## src/rtl/score_display_pkg.sv

```systemverilog
// Shared types and constants for the two-digit score display controller.
package score_display_pkg;

  typedef enum logic [1:0] {
    IDLE  = 2'd0,
    CONV  = 2'd1,
    LATCH = 2'd2
  } state_t;

  localparam logic [6:0] MAX_SCORE = 7'd99;
  localparam logic [7:0] SEG_BLANK = 8'h00;

  // Segments a..g on bits 0..6, dp on bit 7 (always off), active-high.
  function automatic logic [7:0] digit_to_seg(logic [3:0] digit);
    logic [7:0] seg;
    case (digit)
      4'd0:    seg = 8'h3F;
      4'd1:    seg = 8'h06;
      4'd2:    seg = 8'h5B;
      4'd3:    seg = 8'h4F;
      4'd4:    seg = 8'h66;
      4'd5:    seg = 8'h6D;
      4'd6:    seg = 8'h7D;
      4'd7:    seg = 8'h07;
      4'd8:    seg = 8'h7F;
      4'd9:    seg = 8'h6F;
      default: seg = SEG_BLANK;
    endcase
    return seg;
  endfunction

endpackage

```

## src/rtl/score_display_ctrl_seg7_decode.sv

```systemverilog
// Combinational BCD digit to seven-segment decoder; non-decimal codes go dark.
module seg7_decode
  import score_display_pkg::*;
(
  input  logic [3:0] bcd,
  output logic [7:0] seg
);

  // Out-of-range BCD shows nothing rather than a garbage glyph.
  always_comb begin
    seg = SEG_BLANK;
    if (bcd <= 4'd9) seg = digit_to_seg(bcd);
  end

endmodule

```

## src/rtl/score_display_ctrl.sv

```systemverilog
// Two-digit score display controller: binary score -> BCD via an iterative
// double-dabble FSM, leading-zero blanked seven-segment outputs, and a
// game-over blink driven by a prescaler.
//
// state | meaning
// ------+---------------------------------------------------------------
// IDLE  | display stable; accepts score_load
// CONV  | one double-dabble step per clock, 7 steps (step_q 0..6)
// LATCH | copy converted BCD nibbles into the display registers
module score_display_ctrl
  import score_display_pkg::*;
#(
  parameter int BLINK_DIV = 6_000_000  // clocks per blink phase, must be >= 2
) (
  input  logic       clk,
  input  logic       reset,
  input  logic [6:0] score_in,
  input  logic       score_load,
  input  logic       game_over,
  output logic [7:0] ss0,
  output logic [7:0] ss1,
  output logic       busy
);

  localparam int            PW       = $clog2(BLINK_DIV);
  localparam logic [PW-1:0] DIV_LAST = PW'(BLINK_DIV - 1);

  state_t        state_q, state_nxt;
  logic [6:0]    bin_q, bin_nxt;
  logic [7:0]    bcd_q, bcd_nxt;
  logic [2:0]    step_q, step_nxt;
  logic [3:0]    tens_q, tens_nxt;
  logic [3:0]    ones_q, ones_nxt;
  logic [7:0]    bcd_adj;
  logic [PW-1:0] presc_q;
  logic          phase_q;
  logic [7:0]    seg_tens, seg_ones;

  // FSM state and conversion datapath registers.
  always_ff @(posedge clk or negedge reset) begin
    if (!reset) begin
      state_q <= IDLE;
      bin_q   <= '0;
      bcd_q   <= '0;
      step_q  <= '0;
      tens_q  <= '0;
      ones_q  <= '0;
    end else begin
      state_q <= state_nxt;
      bin_q   <= bin_nxt;
      bcd_q   <= bcd_nxt;
      step_q  <= step_nxt;
      tens_q  <= tens_nxt;
      ones_q  <= ones_nxt;
    end
  end

  // Next-state and datapath: capture, add-3/shift steps, then latch.
  always_comb begin
    state_nxt = state_q;
    bin_nxt   = bin_q;
    bcd_nxt   = bcd_q;
    step_nxt  = step_q;
    tens_nxt  = tens_q;
    ones_nxt  = ones_q;

    bcd_adj = bcd_q;
    if (bcd_q[3:0] >= 4'd5) bcd_adj[3:0] = bcd_q[3:0] + 4'd3;
    if (bcd_q[7:4] >= 4'd5) bcd_adj[7:4] = bcd_q[7:4] + 4'd3;

    case (state_q)
      IDLE: begin
        if (score_load) begin
          bin_nxt   = (score_in > MAX_SCORE) ? MAX_SCORE : score_in;
          bcd_nxt   = '0;
          step_nxt  = '0;
          state_nxt = CONV;
        end
      end
      CONV: begin
        {bcd_nxt, bin_nxt} = {bcd_adj[6:0], bin_q, 1'b0};
        step_nxt = step_q + 3'd1;
        if (step_q == 3'd6) state_nxt = LATCH;
      end
      LATCH: begin
        tens_nxt  = bcd_q[7:4];
        ones_nxt  = bcd_q[3:0];
        state_nxt = IDLE;
      end
      default: state_nxt = IDLE;
    endcase
  end

  // Blink prescaler: runs only while game_over is high, phase flips on wrap.
  always_ff @(posedge clk or negedge reset) begin
    if (!reset) begin
      presc_q <= '0;
      phase_q <= 1'b0;
    end else if (!game_over) begin
      presc_q <= '0;
      phase_q <= 1'b0;
    end else if (presc_q == DIV_LAST) begin
      presc_q <= '0;
      phase_q <= ~phase_q;
    end else begin
      presc_q <= presc_q + PW'(1);
    end
  end

  seg7_decode u_dec_tens (.bcd(tens_q), .seg(seg_tens));
  seg7_decode u_dec_ones (.bcd(ones_q), .seg(seg_ones));

  // Output gating: blink phase blanks both digits, a zero tens digit is hidden.
  always_comb begin
    ss0 = seg_ones;
    ss1 = seg_tens;
    if (tens_q == 4'd0) ss1 = SEG_BLANK;
    if (phase_q) begin
      ss0 = SEG_BLANK;
      ss1 = SEG_BLANK;
    end
  end

  assign busy = (state_q != IDLE);

endmodule

```

## config.mk

```make
export PLATFORM = sky130hd
export DESIGN_NAME = score_display_ctrl
export DESIGN_NICKNAME = d
export VERILOG_FILES = /design/src/rtl/score_display_pkg.sv /design/src/rtl/score_display_ctrl_seg7_decode.sv /design/src/rtl/score_display_ctrl.sv
export SDC_FILE = /design/constraint.sdc
export NUM_CORES = 1
export LEC_CHECK = 0
export ABC_CLOCK_PERIOD_IN_PS = 3450
export CORE_ASPECT_RATIO = 0.9
export CORE_MARGIN = 2
export CORE_UTILIZATION = 60
export DETAILED_ROUTE_END_ITERATION = 7
export PLACE_DENSITY = 0.88
export SYNTH_ARGS = -nofsm -noshare
export SYNTH_HDL_FRONTEND = slang
export SYNTH_SLANG_ARGS = --single-unit
```

## constraint.sdc

```tcl
create_clock -name clk -period 3.45 [get_ports clk]
set_input_delay 0.8625 -clock clk [delete_from_list [all_inputs] [get_ports clk]]
set_output_delay 0.8625 -clock clk [all_outputs]
set_load 0.1 [all_outputs]
```

==> impl_metrics.prom <==
# TYPE chip_impl_metric gauge
chip_impl_info{name="run_status",value="completed"} 1
chip_impl_metric{name="vias_per_cell",unit=""} 5.82
chip_impl_metric{name="num_rows",unit=""} 24
chip_impl_metric{name="first_pass_iters",unit=""} 4
chip_impl_metric{name="htree_levels",unit=""} 2
chip_impl_metric{name="report.final.setup_viol",unit=""} 0
chip_impl_metric{name="ys_ff_latch",unit=""} 52
chip_impl_metric{name="cts.sinks",unit=""} 52
chip_impl_info{name="crit_type",value="reg2out"} 1
chip_impl_metric{name="synth_edf_count",unit=""} 0
chip_impl_metric{name="grt_usage",unit=""} 0.219
chip_impl_metric{name="max_freq",unit="GHz"} 0.361
chip_impl_metric{name="ys.warnings.count",unit=""} 0
chip_impl_info{name="crit-reg2reg-launch",value="presc_q[0]"} 1
chip_impl_info{name="synth_flop_cell",value="sky130_fd_sc_hd__dfrtp_1"} 1
chip_impl_metric{name="ant_nets",unit=""} 0
chip_impl_metric{name="antenna_found_initial",unit=""} 0
chip_impl_metric{name="skew",unit="ns"} 0.00774
chip_impl_metric{name="cp_data_required_time",unit="ns"} 2.59
chip_impl_metric{name="die_area",unit="sq um"} 5470
chip_impl_info{name="grt_setup_unrepaired",value="no"} 1
chip_impl_metric{name="cts_repair_resize_count",unit=""} 0
chip_impl_metric{name="wl_per_cell",unit="microns"} 13.7
chip_impl_metric{name="maximum_count_of_clock_buffers_along_a_single_path",unit=""} 2
chip_impl_metric{name="cts.repair_timing.setup_buffer_count",unit=""} 0
chip_impl_info{name="critical_path.endpoint_type",value="output port"} 1
chip_impl_metric{name="clk_pin_slew",unit="ns"} 0.09
chip_impl_metric{name="detail_route.drc_violations",unit=""} 0
chip_impl_metric{name="globalRouteOverflowTotal",unit=""} 0
chip_impl_metric{name="routability_congestion_estimate",unit=""} 0.790
chip_impl_metric{name="num_io_pins",unit=""} 28
chip_impl_metric{name="hold_depth",unit=""} 1
chip_impl_metric{name="netlist_area",unit="sq um"} 2940
chip_impl_metric{name="synth.yosys.seq_area_share",unit=""} 0.443
chip_impl_metric{name="reg2reg_setup_slack",unit="ns"} 1.17
chip_impl_info{name="ctsRootBufferMaster",value="sky130_fd_sc_hd__clkbuf_8"} 1
chip_impl_metric{name="finalHoldWorstSlack",unit="ns"} 0.466
chip_impl_metric{name="vias_after_detailed_routing",unit=""} 2373
chip_impl_metric{name="final.min_clock_period",unit="ns"} 2.77
chip_impl_metric{name="die_x",unit="microns"} 77.7
chip_impl_metric{name="core_area",unit="sq um"} 4770
chip_impl_info{name="worst_r2r_endpoint",value="presc_q[10]"} 1
chip_impl_metric{name="worstRegToRegCells",unit=""} 6
chip_impl_metric{name="area.growth.synth_to_final",unit="%"} 13.0
chip_impl_metric{name="final.setup.tns",unit="ns"} 0
chip_impl_metric{name="maximum_number_of_pins_on_one_net_before_global_route_repair",unit=""} 39
chip_impl_metric{name="post_route_wl",unit="microns"} 5590
chip_impl_metric{name="slew_headroom",unit=""} 0.448
chip_impl_info{name="clock_tree_from_tritoncts",value="built"} 1
chip_impl_metric{name="cp.arrival",unit="ns"} 1.91
chip_impl_metric{name="clock_latency",unit="ns"} 0.30
chip_impl_metric{name="cts-buffers-inserted",unit=""} 5
chip_impl_metric{name="io_buffer_count",unit=""} 25
chip_impl_metric{name="tightest_slew",unit="ns"} 0.827
chip_impl_metric{name="place_hpwl",unit="microns"} 3970
chip_impl_metric{name="initial_core_utilization",unit=""} 0.615
chip_impl_metric{name="report.final.slew_viol_count",unit=""} 0
chip_impl_metric{name="final-hold-violation-count",unit=""} 0
chip_impl_metric{name="worstPathMaxFanout",unit=""} 6
chip_impl_metric{name="holdBufCountCts",unit=""} 0
chip_impl_metric{name="die_h",unit="microns"} 70.4
chip_impl_metric{name="placed_cells_incl_taps",unit=""} 400
chip_impl_metric{name="drive_above_1_share",unit=""} 0.111
chip_impl_metric{name="antennaDiodeCount",unit=""} 0
chip_impl_metric{name="initialDrtViolationCount",unit=""} 166
chip_impl_metric{name="syn_avg_cell_area",unit="sq um"} 9.17
chip_impl_metric{name="grt_pass1_vias",unit=""} 2193
chip_impl_info{name="hold_path_startpoint",value="presc_q[0]"} 1
chip_impl_metric{name="syn_inst",unit=""} 320
chip_impl_info{name="min-delay-path-class",value="reg2reg"} 1
chip_impl_metric{name="netlist_cell_types",unit=""} 46
chip_impl_metric{name="final_cells",unit=""} 408
chip_impl_metric{name="final_min_period_over_clock_period",unit=""} 0.802
chip_impl_metric{name="ys_async_sr_fraction",unit=""} 1.00
chip_impl_metric{name="grt_pass1_wl",unit="microns"} 9600
chip_impl_metric{name="layout.nets",unit=""} 370
chip_impl_metric{name="drv_cap",unit=""} 0
chip_impl_info{name="timing.hold.worst_endpoint",value="presc_q[0]"} 1
chip_impl_info{name="critical_path.startpoint_type",value="flop"} 1
chip_impl_metric{name="filler_cell_count",unit=""} 354
==> worst max-delay path, cell delays in order, from the launching register on <==
cell                       delay [ns]
sky130_fd_sc_hd__dfrtp_1         0.44
sky130_fd_sc_hd__inv_1           0.12
sky130_fd_sc_hd__ha_1            0.17
sky130_fd_sc_hd__o21bai_1        0.07
sky130_fd_sc_hd__a21oi_1         0.17
sky130_fd_sc_hd__nand2b_1        0.15
sky130_fd_sc_hd__a21oi_1         0.17
sky130_fd_sc_hd__buf_4           0.31
==> worst max-delay path by stage <==
stage | from | to | slack [ns] | depth (start not counted)
6_report | tens_q[1] | ss1[1] | 0.68 | 7
5_1_grt | tens_q[1] | ss1[5] | 0.49 | 7
4_1_cts | ones_q[1] | ss0[2] | 0.67 | 6
3_5_place_dp | ones_q[1] | ss0[2] | 1.02 | 6
3_3_place_gp | ones_q[1] | ss0[2] | 1.10 | 6
2_1_floorplan | ones_q[1] | ss0[2] | 0.04 | 5
==> through the flow <==
step | worst slack, ns | utilization | cell area (sq um)
floorplan | 0.0379 | - | 2940
global placement | 1.10 | 0.668 | 3190
detailed placement | 1.02 | 0.668 | 3190
CTS | 0.672 | 0.695 | 3320
global route | 0.489 | 0.695 | 3320
finish | 0.682 | 0.695 | 3320
==> Yosys cell counts, drive strengths merged, types with 7 or more instances <==
cell type	n	area, sq um
nand2	37	139
a21oi	27	135
nand2b	7	43.8
clkbuf	8	30.0
nand3	10	50.1
ha	17	213
o21ai	23	115
xor2	9	78.8
buf	8	45.0
dfrtp	52	1300
nor2	20	75.1
or4	7	52.6
o31ai	7	52.6
inv	17	63.8
==> layout by cell type (no fill, tap or decap), types with 7 or more instances in the layout <==
cell type and count:
sky130_fd_sc_hd__clkbuf_8 7, sky130_fd_sc_hd__clkdlybuf4s50_1 9, sky130_fd_sc_hd__nand3_1 10, sky130_fd_sc_hd__buf_4 20, sky130_fd_sc_hd__nand2_1 37, sky130_fd_sc_hd__inv_1 17
sky130_fd_sc_hd__o21ai_0 22, sky130_fd_sc_hd__a21oi_1 27, sky130_fd_sc_hd__or4_1 7, sky130_fd_sc_hd__nand2b_1 7, sky130_fd_sc_hd__dfrtp_1 52, sky130_fd_sc_hd__o31ai_1 7
sky130_fd_sc_hd__ha_1 17, sky130_fd_sc_hd__xor2_1 9, sky130_fd_sc_hd__nor2_1 20
==> registers in the layout, summed over array words and instances (netlist names) <==
name and flops:
ones_q 4, state_q 2, bin_q 7, bcd_q 8, tens_q 4, presc_q 23, step_q 3, phase_q 1
==> per-layer routing <==
layer  track usage  wire [microns]  vias up
li1              -               -     1167
met1         0.279            2530     1143
met2         0.373            2740       55
met3        0.0388             233        8
met4        0.0833              81        0
met5             0               0        -
==> final cells by class <==
cell class                 count  area, sq um  share of cell area
inverter                      17         63.8              0.0192
timing repair buffer          30          245              0.0739
clock buffer                   7         96.3              0.0290
tap                           65         81.3              0.0245
clock inverter                 1         30.0             0.00905
multi-input combinational    236         1500               0.452
sequential                    52         1300               0.392
==> cell families (layout without fill, tap and decap cells) <==
kind of cell | count (synthesis) | in the layout | share of synthesized area
AND/OR/NAND/NOR | 117 | 117 | 0.206
AO/OA/AOI/OAI | 76 | 76 | 0.151
flip-flops | 52 | 52 | 0.443
buffers and inverters | 33 | 55 | 0.0473
adder cells (fa/ha/maj) | 17 | 17 | 0.0725
XOR/XNOR | 14 | 14 | 0.0418
multiplexers | 10 | 10 | 0.0367
other | 1 | 2 | 0.00128
Power is left out: the tool's default activity adds up to more than one toggle a clock period on the data nets, which glitch-free logic cannot reach.
